File: config.mk
export PLATFORM = sky130hd
export DESIGN_NAME = unidad_acceso_memoria_flat
export DESIGN_NICKNAME = d
export VERILOG_FILES = /design/src/rtl/unidad_acceso_memoria_if.sv /design/src/rtl/unidad_acceso_memoria.sv /design/src/flat_wrapper.sv
export SDC_FILE = /design/constraint.sdc
export NUM_CORES = 1
export LEC_CHECK = 0
export ABC_AREA = 1
export CAP_MARGIN = 20
export CORE_ASPECT_RATIO = 2
export CORE_MARGIN = 3
export CORE_UTILIZATION = 45
export CTS_CLUSTER_SIZE = 30
export DETAILED_ROUTE_END_ITERATION = 12
export PLACE_DENSITY = 0.8
export SLEW_MARGIN = 30
export SYNTH_ARGS = -nofsm -noshare
export SYNTH_HDL_FRONTEND = slang
export SYNTH_SLANG_ARGS = --single-unit
File: constraint.sdc
create_clock -name clk -period 1.8 [get_ports clk]
set_clock_uncertainty 0.05 [all_clocks]
set_input_delay 0.45 -clock clk [delete_from_list [all_inputs] [get_ports clk]]
set_output_delay 0.45 -clock clk [all_outputs]
set_load 0.03 [all_outputs]
File: src/rtl/unidad_acceso_memoria_if.sv
// Memory-side req/ack bus of the load/store unit.
//   master (load/store unit): drives Mem_Req, Mem_We, Mem_Dir, Mem_Byte_En,
//                             Mem_Dato_Esc; receives Mem_Ack, Mem_Dato_Lec
//   slave  (data memory):     the mirror image
interface unidad_acceso_memoria_if;
  logic        Mem_Req;
  logic        Mem_We;
  logic [31:0] Mem_Dir;
  logic [3:0]  Mem_Byte_En;
  logic [31:0] Mem_Dato_Esc;
  logic        Mem_Ack;
  logic [31:0] Mem_Dato_Lec;

  modport master (
    output Mem_Req, Mem_We, Mem_Dir, Mem_Byte_En, Mem_Dato_Esc,
    input  Mem_Ack, Mem_Dato_Lec
  );

  modport slave (
    input  Mem_Req, Mem_We, Mem_Dir, Mem_Byte_En, Mem_Dato_Esc,
    output Mem_Ack, Mem_Dato_Lec
  );
endinterface

File: src/rtl/unidad_acceso_memoria.sv
// Multi-cycle load/store unit between the datapath and the synchronous data
// memory. One request per transaction; drives a req/ack memory port with
// word-aligned address, byte enables and lane-replicated store data, and
// returns sign/zero-extended load data.
//   clk, rst            clock, synchronous active-high reset
//   Inicio              request strobe (sampled only when idle)
//   Escritura, Funct3   store/load select and access size/sign
//   Direccion           byte address
//   Dato_Escritura      store data
//   Dato_Leido          registered, extended load result
//   Listo               one-cycle completion pulse
//   Ocupado             high while waiting for the memory (pipeline stall)
//   Error_Alineamiento  misaligned / illegal Funct3, valid with Listo
//   Error_Bus           memory timeout, valid with Listo
//   mem                 memory bus (master side)
module unidad_acceso_memoria #(
  parameter int TIMEOUT_CICLOS = 16
) (
  input  logic        clk,
  input  logic        rst,
  input  logic        Inicio,
  input  logic        Escritura,
  input  logic [2:0]  Funct3,
  input  logic [31:0] Direccion,
  input  logic [31:0] Dato_Escritura,
  output logic [31:0] Dato_Leido,
  output logic        Listo,
  output logic        Ocupado,
  output logic        Error_Alineamiento,
  output logic        Error_Bus,
  unidad_acceso_memoria_if.master mem
);

  typedef enum logic [1:0] {
    REPOSO = 2'b00,
    ESPERA = 2'b01,
    FIN    = 2'b10
  } estado_t;

  localparam logic [7:0] LIMITE = 8'(TIMEOUT_CICLOS - 1);

  estado_t     estado, estado_sig;
  logic        funct_ok, desalineado, pedido_valido;
  logic [3:0]  be_sig;
  logic [31:0] dato_sig;
  logic        lanzar, rechazar, ack_ok, expira;
  logic        escritura_q;
  logic [2:0]  funct3_q;
  logic [1:0]  k_q;
  logic [7:0]  cuenta;
  logic [31:0] palabra, extendido;

  // Request decode and store lane formatting from the live inputs.
  always_comb begin
    funct_ok = 1'b0;
    if (Escritura)
      funct_ok = (Funct3 == 3'b000) || (Funct3 == 3'b001) || (Funct3 == 3'b010);
    else
      funct_ok = (Funct3[1:0] != 2'b11) && (Funct3 != 3'b110);
    desalineado = ((Funct3[1:0] == 2'b01) && Direccion[0]) ||
                  ((Funct3[1:0] == 2'b10) && (Direccion[1:0] != 2'b00));
    pedido_valido = funct_ok && !desalineado;

    be_sig   = 4'b1111;
    dato_sig = '0;
    if (Escritura) begin
      case (Funct3[1:0])
        2'b00: begin
          be_sig   = 4'b0001 << Direccion[1:0];
          dato_sig = {4{Dato_Escritura[7:0]}};
        end
        2'b01: begin
          be_sig   = 4'b0011 << Direccion[1:0];
          dato_sig = {2{Dato_Escritura[15:0]}};
        end
        default: dato_sig = Dato_Escritura;
      endcase
    end
  end

  // Load data alignment and extension from the latched request.
  always_comb begin
    palabra   = mem.Mem_Dato_Lec >> {k_q, 3'b000};
    extendido = palabra;
    case (funct3_q)
      3'b000:  extendido = {{24{palabra[7]}}, palabra[7:0]};
      3'b100:  extendido = {24'd0, palabra[7:0]};
      3'b001:  extendido = {{16{palabra[15]}}, palabra[15:0]};
      3'b101:  extendido = {16'd0, palabra[15:0]};
      default: extendido = palabra;
    endcase
  end

  always_ff @(posedge clk) begin
    if (rst) estado <= REPOSO;
    else     estado <= estado_sig;
  end

  always_comb begin
    estado_sig = estado;
    lanzar     = 1'b0;
    rechazar   = 1'b0;
    ack_ok     = 1'b0;
    expira     = 1'b0;
    case (estado)
      REPOSO: begin
        if (Inicio) begin
          if (pedido_valido) begin
            lanzar     = 1'b1;
            estado_sig = ESPERA;
          end else begin
            rechazar   = 1'b1;
            estado_sig = FIN;
          end
        end
      end
      ESPERA: begin
        // An ack on the last allowed cycle still wins over the timeout.
        if (mem.Mem_Ack) begin
          ack_ok     = 1'b1;
          estado_sig = FIN;
        end else if (cuenta == LIMITE) begin
          expira     = 1'b1;
          estado_sig = FIN;
        end
      end
      FIN:     estado_sig = REPOSO;
      default: estado_sig = REPOSO;
    endcase
  end

  assign Listo   = (estado == FIN);
  assign Ocupado = (estado == ESPERA);

  always_ff @(posedge clk) begin
    if (rst) begin
      mem.Mem_Req        <= 1'b0;
      mem.Mem_We         <= 1'b0;
      mem.Mem_Dir        <= '0;
      mem.Mem_Byte_En    <= '0;
      mem.Mem_Dato_Esc   <= '0;
      Dato_Leido         <= '0;
      Error_Alineamiento <= 1'b0;
      Error_Bus          <= 1'b0;
      escritura_q        <= 1'b0;
      funct3_q           <= '0;
      k_q                <= '0;
      cuenta             <= '0;
    end else begin
      // Flags are only set on entry to FIN, so they last exactly one cycle.
      Error_Alineamiento <= rechazar;
      Error_Bus          <= expira;
      if (lanzar) begin
        mem.Mem_Req      <= 1'b1;
        mem.Mem_We       <= Escritura;
        mem.Mem_Dir      <= {Direccion[31:2], 2'b00};
        mem.Mem_Byte_En  <= be_sig;
        mem.Mem_Dato_Esc <= dato_sig;
        escritura_q      <= Escritura;
        funct3_q         <= Funct3;
        k_q              <= Direccion[1:0];
        cuenta           <= '0;
      end
      if (estado == ESPERA) cuenta <= cuenta + 8'd1;
      if (ack_ok || expira) mem.Mem_Req <= 1'b0;
      if (ack_ok && !escritura_q) Dato_Leido <= extendido;
      if (expira && !escritura_q) Dato_Leido <= '0;
    end
  end

endmodule
File: src/flat_wrapper.sv
// flat-port wrapper written by rule: the top's interface ports become plain ports
module unidad_acceso_memoria_flat 
#(
  parameter int TIMEOUT_CICLOS = 16
)
  (clk, rst, Inicio, Escritura, Funct3, Direccion, Dato_Escritura, Dato_Leido, Listo, Ocupado, Error_Alineamiento, Error_Bus, mem_Mem_Req, mem_Mem_We, mem_Mem_Dir, mem_Mem_Byte_En, mem_Mem_Dato_Esc, mem_Mem_Ack, mem_Mem_Dato_Lec);
  unidad_acceso_memoria_if mem_i ();
  input  logic clk;
  input  logic rst;
  input  logic Inicio;
  input  logic Escritura;
  input  logic [2:0] Funct3;
  input  logic [31:0] Direccion;
  input  logic [31:0] Dato_Escritura;
  output logic [31:0] Dato_Leido;
  output logic Listo;
  output logic Ocupado;
  output logic Error_Alineamiento;
  output logic Error_Bus;
  output wire logic [$bits(mem_i.Mem_Req)-1:0] mem_Mem_Req;
  output wire logic [$bits(mem_i.Mem_We)-1:0] mem_Mem_We;
  output wire logic [$bits(mem_i.Mem_Dir)-1:0] mem_Mem_Dir;
  output wire logic [$bits(mem_i.Mem_Byte_En)-1:0] mem_Mem_Byte_En;
  output wire logic [$bits(mem_i.Mem_Dato_Esc)-1:0] mem_Mem_Dato_Esc;
  input wire logic [$bits(mem_i.Mem_Ack)-1:0] mem_Mem_Ack;
  input wire logic [$bits(mem_i.Mem_Dato_Lec)-1:0] mem_Mem_Dato_Lec;
  assign mem_Mem_Req = mem_i.Mem_Req;
  assign mem_Mem_We = mem_i.Mem_We;
  assign mem_Mem_Dir = mem_i.Mem_Dir;
  assign mem_Mem_Byte_En = mem_i.Mem_Byte_En;
  assign mem_Mem_Dato_Esc = mem_i.Mem_Dato_Esc;
  assign mem_i.Mem_Ack = mem_Mem_Ack;
  assign mem_i.Mem_Dato_Lec = mem_Mem_Dato_Lec;
  unidad_acceso_memoria #(.TIMEOUT_CICLOS(TIMEOUT_CICLOS)) u_core (.clk(clk), .rst(rst), .Inicio(Inicio), .Escritura(Escritura), .Funct3(Funct3), .Direccion(Direccion), .Dato_Escritura(Dato_Escritura), .Dato_Leido(Dato_Leido), .Listo(Listo), .Ocupado(Ocupado), .Error_Alineamiento(Error_Alineamiento), .Error_Bus(Error_Bus), .mem(mem_i));
endmodule
==> qor.csv <==
stage,metric,value,unit
clock_tree,root_buffer,clkbuf_16,
synth,yosysTopAreaCellShare,40.6,%
worst_setup_path,arrival,1.24,ns
outcome,status,"complete, no violations",
route,remaining_drc_errors,0,
cells_and_area,area_delta_synth_final,51.5,%
worst_setup_path,reg2reg_from,u_core.cuenta[1],
floorplanning,initial_core_util,46.7,%
synth,syn_inst,908,
synth,synthFlopType,dfxtp_1,
min_path,holdPathStages,2,
timing,rsz0062_at_grt,false,
route,firstDrtPassIters,5,
worst_setup_path,r2r_cells,7,
synth,synth_cell_types,26,
timing,setup-violations-final,0,
timing,report.final.slew_viol_count,0,
power_and_ir_drop,totalPowerFinal,0.00739,W
worst_setup_path,timing.rr.end,u_core.Dato_Leido[15],
cells_and_area,final_cell_area,0.00873,mm²
cells_and_area,drive_gt1_share,9.40,%
floorplanning,rows,57,
clock_tree,numClockSinks,117,
clock_tree,htreeDepth,4,
route,wl_met1,6180,µm
worst_setup_path,critical_path.max_fanout,5,
floorplanning,core_area,0.0123,mm²
power_and_ir_drop,p_leak,4.20,nW
clock_tree,cts_tree,done,
min_path,hold_end,u_core.mem.Mem_Dir[10],
timing,fin_crit_sh,96.7,%
route,wl_per_cell,14.3,µm
synth,async_flop_share,0,%
timing,relSlewSlack,42.5,%
placed_design,hpwl,13600,µm
timing,period_minus_slack,1.74,ns
synth,synth_edf_count,0,
global_routing,antenna_found_initial,0,
cells_and_area,fillers,1052,
synth,synth_area_leaders,"dfxtp_1 (41%), nand2_1 (20%), a21oi_1 (9.6%)",
route,wl_met2,10200,µm
worst_setup_path,r2r_setup_slack,0.21,ns
floorplanning,die_h,166,µm
route,highest_layer,met4,
synth,postSynthAreaPerCell,6.35,µm²
timing,worst_pin_slew,0.859,ns
global_routing,grt.total_usage,26.1,%
route,drtIter0Drc,245,
timing,hold_viol_final,0,
clock_tree,insertion_delay,0.42,ns
synth,synth_area,0.00576,mm²
clock_tree,cts_max_path_buffers,2,
min_path,hp-start,u_core.mem.Mem_Dir[10],
route,wl,18400,µm
flow_run,cap_violations,0,
worst_setup_path,cp.required,1.30,ns
worst_setup_path,startpoint_type,flip-flop,
cells_and_area,diodes,0,
cells_and_area,nets,1230,
worst_setup_path,crit_type,reg -> out,
route,via_per_inst,5.07,
floorplanning,die-area,0.0143,mm²
timing,fmax,574,MHz
global_routing,grt-ovfl-total,0,
route,final_antenna_net_count,0,
power_and_ir_drop,vdd_drop_max,0.000743,V
worst_setup_path,worstSetupEndpointType,output pin,
timing,tns,0,ns
synth,yosys-top-cells-count,"nand2_1 (308), dfxtp_1 (117), a21oi_1 (110)",
synth,ys_warn_count,0,
global_routing,grt_pass1_wl,29600,µm
clock_tree,cts-buffers-inserted,17,
min_path,hold_path.class,reg -> reg,
synth,synth.largest_area_cell,dfxtp_1,
power_and_ir_drop,power.density,847,mW/mm²
floorplanning,io_pins,210,
synth,synth_seq_cells,117,
route,wl_met3,1200,µm
placed_design,place_congestion,0.940,
placed_design,dpl_cell_area,0.00824,mm²
synth,ys_seq_area_share,40.6,%
placed_design,io_buffers,207,
clock_tree,clkTransAtPathRegs,0.06,ns
floorplanning,die_w,86.0,µm
route,num_vias,6520,
synth,yosysMostFrequentCell,nand2_1,
global_routing,grt_start_max_net_pins,79,
global_routing,grt_pass1_vias,6322,
critical path: stages (launching register included):
cell and delay, ns:
dfxtp_2 0.37, inv_2 0.06, nor2_4 0.13, buf_6 0.15
buf_12 0.11
layout by cell type, fill, tap and decap left out, types with 3 or more instances in the layout:
cell             instances
nand3_1                 75
or2_2                    7
inv_1                   78
clkinv_2                 3
a21oi_1                110
clkinv_4                 5
dfxtp_2                  3
nand4_1                 10
dfxtp_1                114
buf_4                   38
buf_12                  11
nor2_1                  90
clkbuf_16               17
nand2_2                  3
inv_2                    5
o21ai_0                 27
dlygate4sd2_1          102
nand3b_1                 8
clkdlybuf4s50_1        101
nand2_1                307
per-layer routing:
layer / track usage (%) / vias up
met1: 26.0 / 2912
met3: 6.31 / 59
met4: 14.0 / 0
met2: 47.8 / 248
li1: - / 3301
met5: 0 / -
sequential cells by signal, summed over array words and instances, names as in the netlist, 2 cells and up:
register and count:
u_core.Dato_Leido 32, u_core.mem.Mem_Dato_Esc 32, u_core.mem.Mem_Dir 30, u_core.cuenta 8
u_core.mem.Mem_Byte_En 4, u_core.funct3_q 3, u_core.estado 2, u_core.k_q 2
repair_timing:
action                     in CTS  in global routing
resized for setup             104                  7
buffers inserted                0                  0
setup endpoints to repair     103                 25
hold buffers                    0                  0
final cells by class:
cell class / count / area [µm²] / share of cell area (%)
clock buffers: 18 / 439 / 5.03
clock inverters: 14 / 151 / 1.73
inverters: 83 / 312 / 3.57
multi-input cells: 650 / 2850 / 32.6
flip-flops and latches: 117 / 2350 / 26.9
well taps: 147 / 184 / 2.11
repair buffers: 256 / 2450 / 28.1
power breakdown:
part / internal (W) / total, W / switching, W
registers: 0.00269 / 0.00275 / 0.0000579
clock network: 0.00208 / 0.00336 / 0.00128
logic: 0.000556 / 0.00128 / 0.000729
total: 0.00533 / 0.00739 / 0.00207
cells by family after synthesis:
family / count (synthesis) / synth area share (%)
compound gates: 140 / 12.3
fa+ha+maj: 1 / 0.217
buf+inv: 142 / 10.4
flops: 117 / 40.6
other cells: 1 / 0.0651
simple gates: 507 / 36.4
how the worst max path moves through the flow:
| stage | depth (start not counted) | slack, ns | to | start |
|---|---|---|---|---|
| detailed placement | 9 | -0.26 | u_core.mem.Mem_Dato_Esc[20] | Inicio |
| floorplan | 8 | 0.27 | u_core.Dato_Leido[22] | u_core.estado[0] |
| global route | 4 | 0.02 | Ocupado | u_core.estado[0] |
| global placement | 9 | -0.25 | u_core.mem.Mem_Dir[28] | Inicio |
| CTS | 4 | 0.04 | Ocupado | u_core.estado[0] |
| finish | 4 | 0.06 | Ocupado | u_core.estado[0] |
per-stage QoR:
| step | setup slack (ns) | hold slack (ns) | utilization [%] | instances |
|---|---|---|---|---|
| 6_report | 0.0588 | 0.408 | 70.7 | 1285 |
| 5_1_grt | 0.0186 | 0.425 | 70.7 | 1285 |
| 4_1_cts | 0.0401 | 0.410 | 70.6 | 1285 |
| 3_5_place_dp | -0.258 | 0.403 | 66.8 | 1253 |
| 3_3_place_gp | -0.245 | 0.397 | 66.8 | 1253 |
| 2_1_floorplan | 0.271 | 0.395 | - | 909 |
No activity file was read; power rests on OpenSTA's default activity.
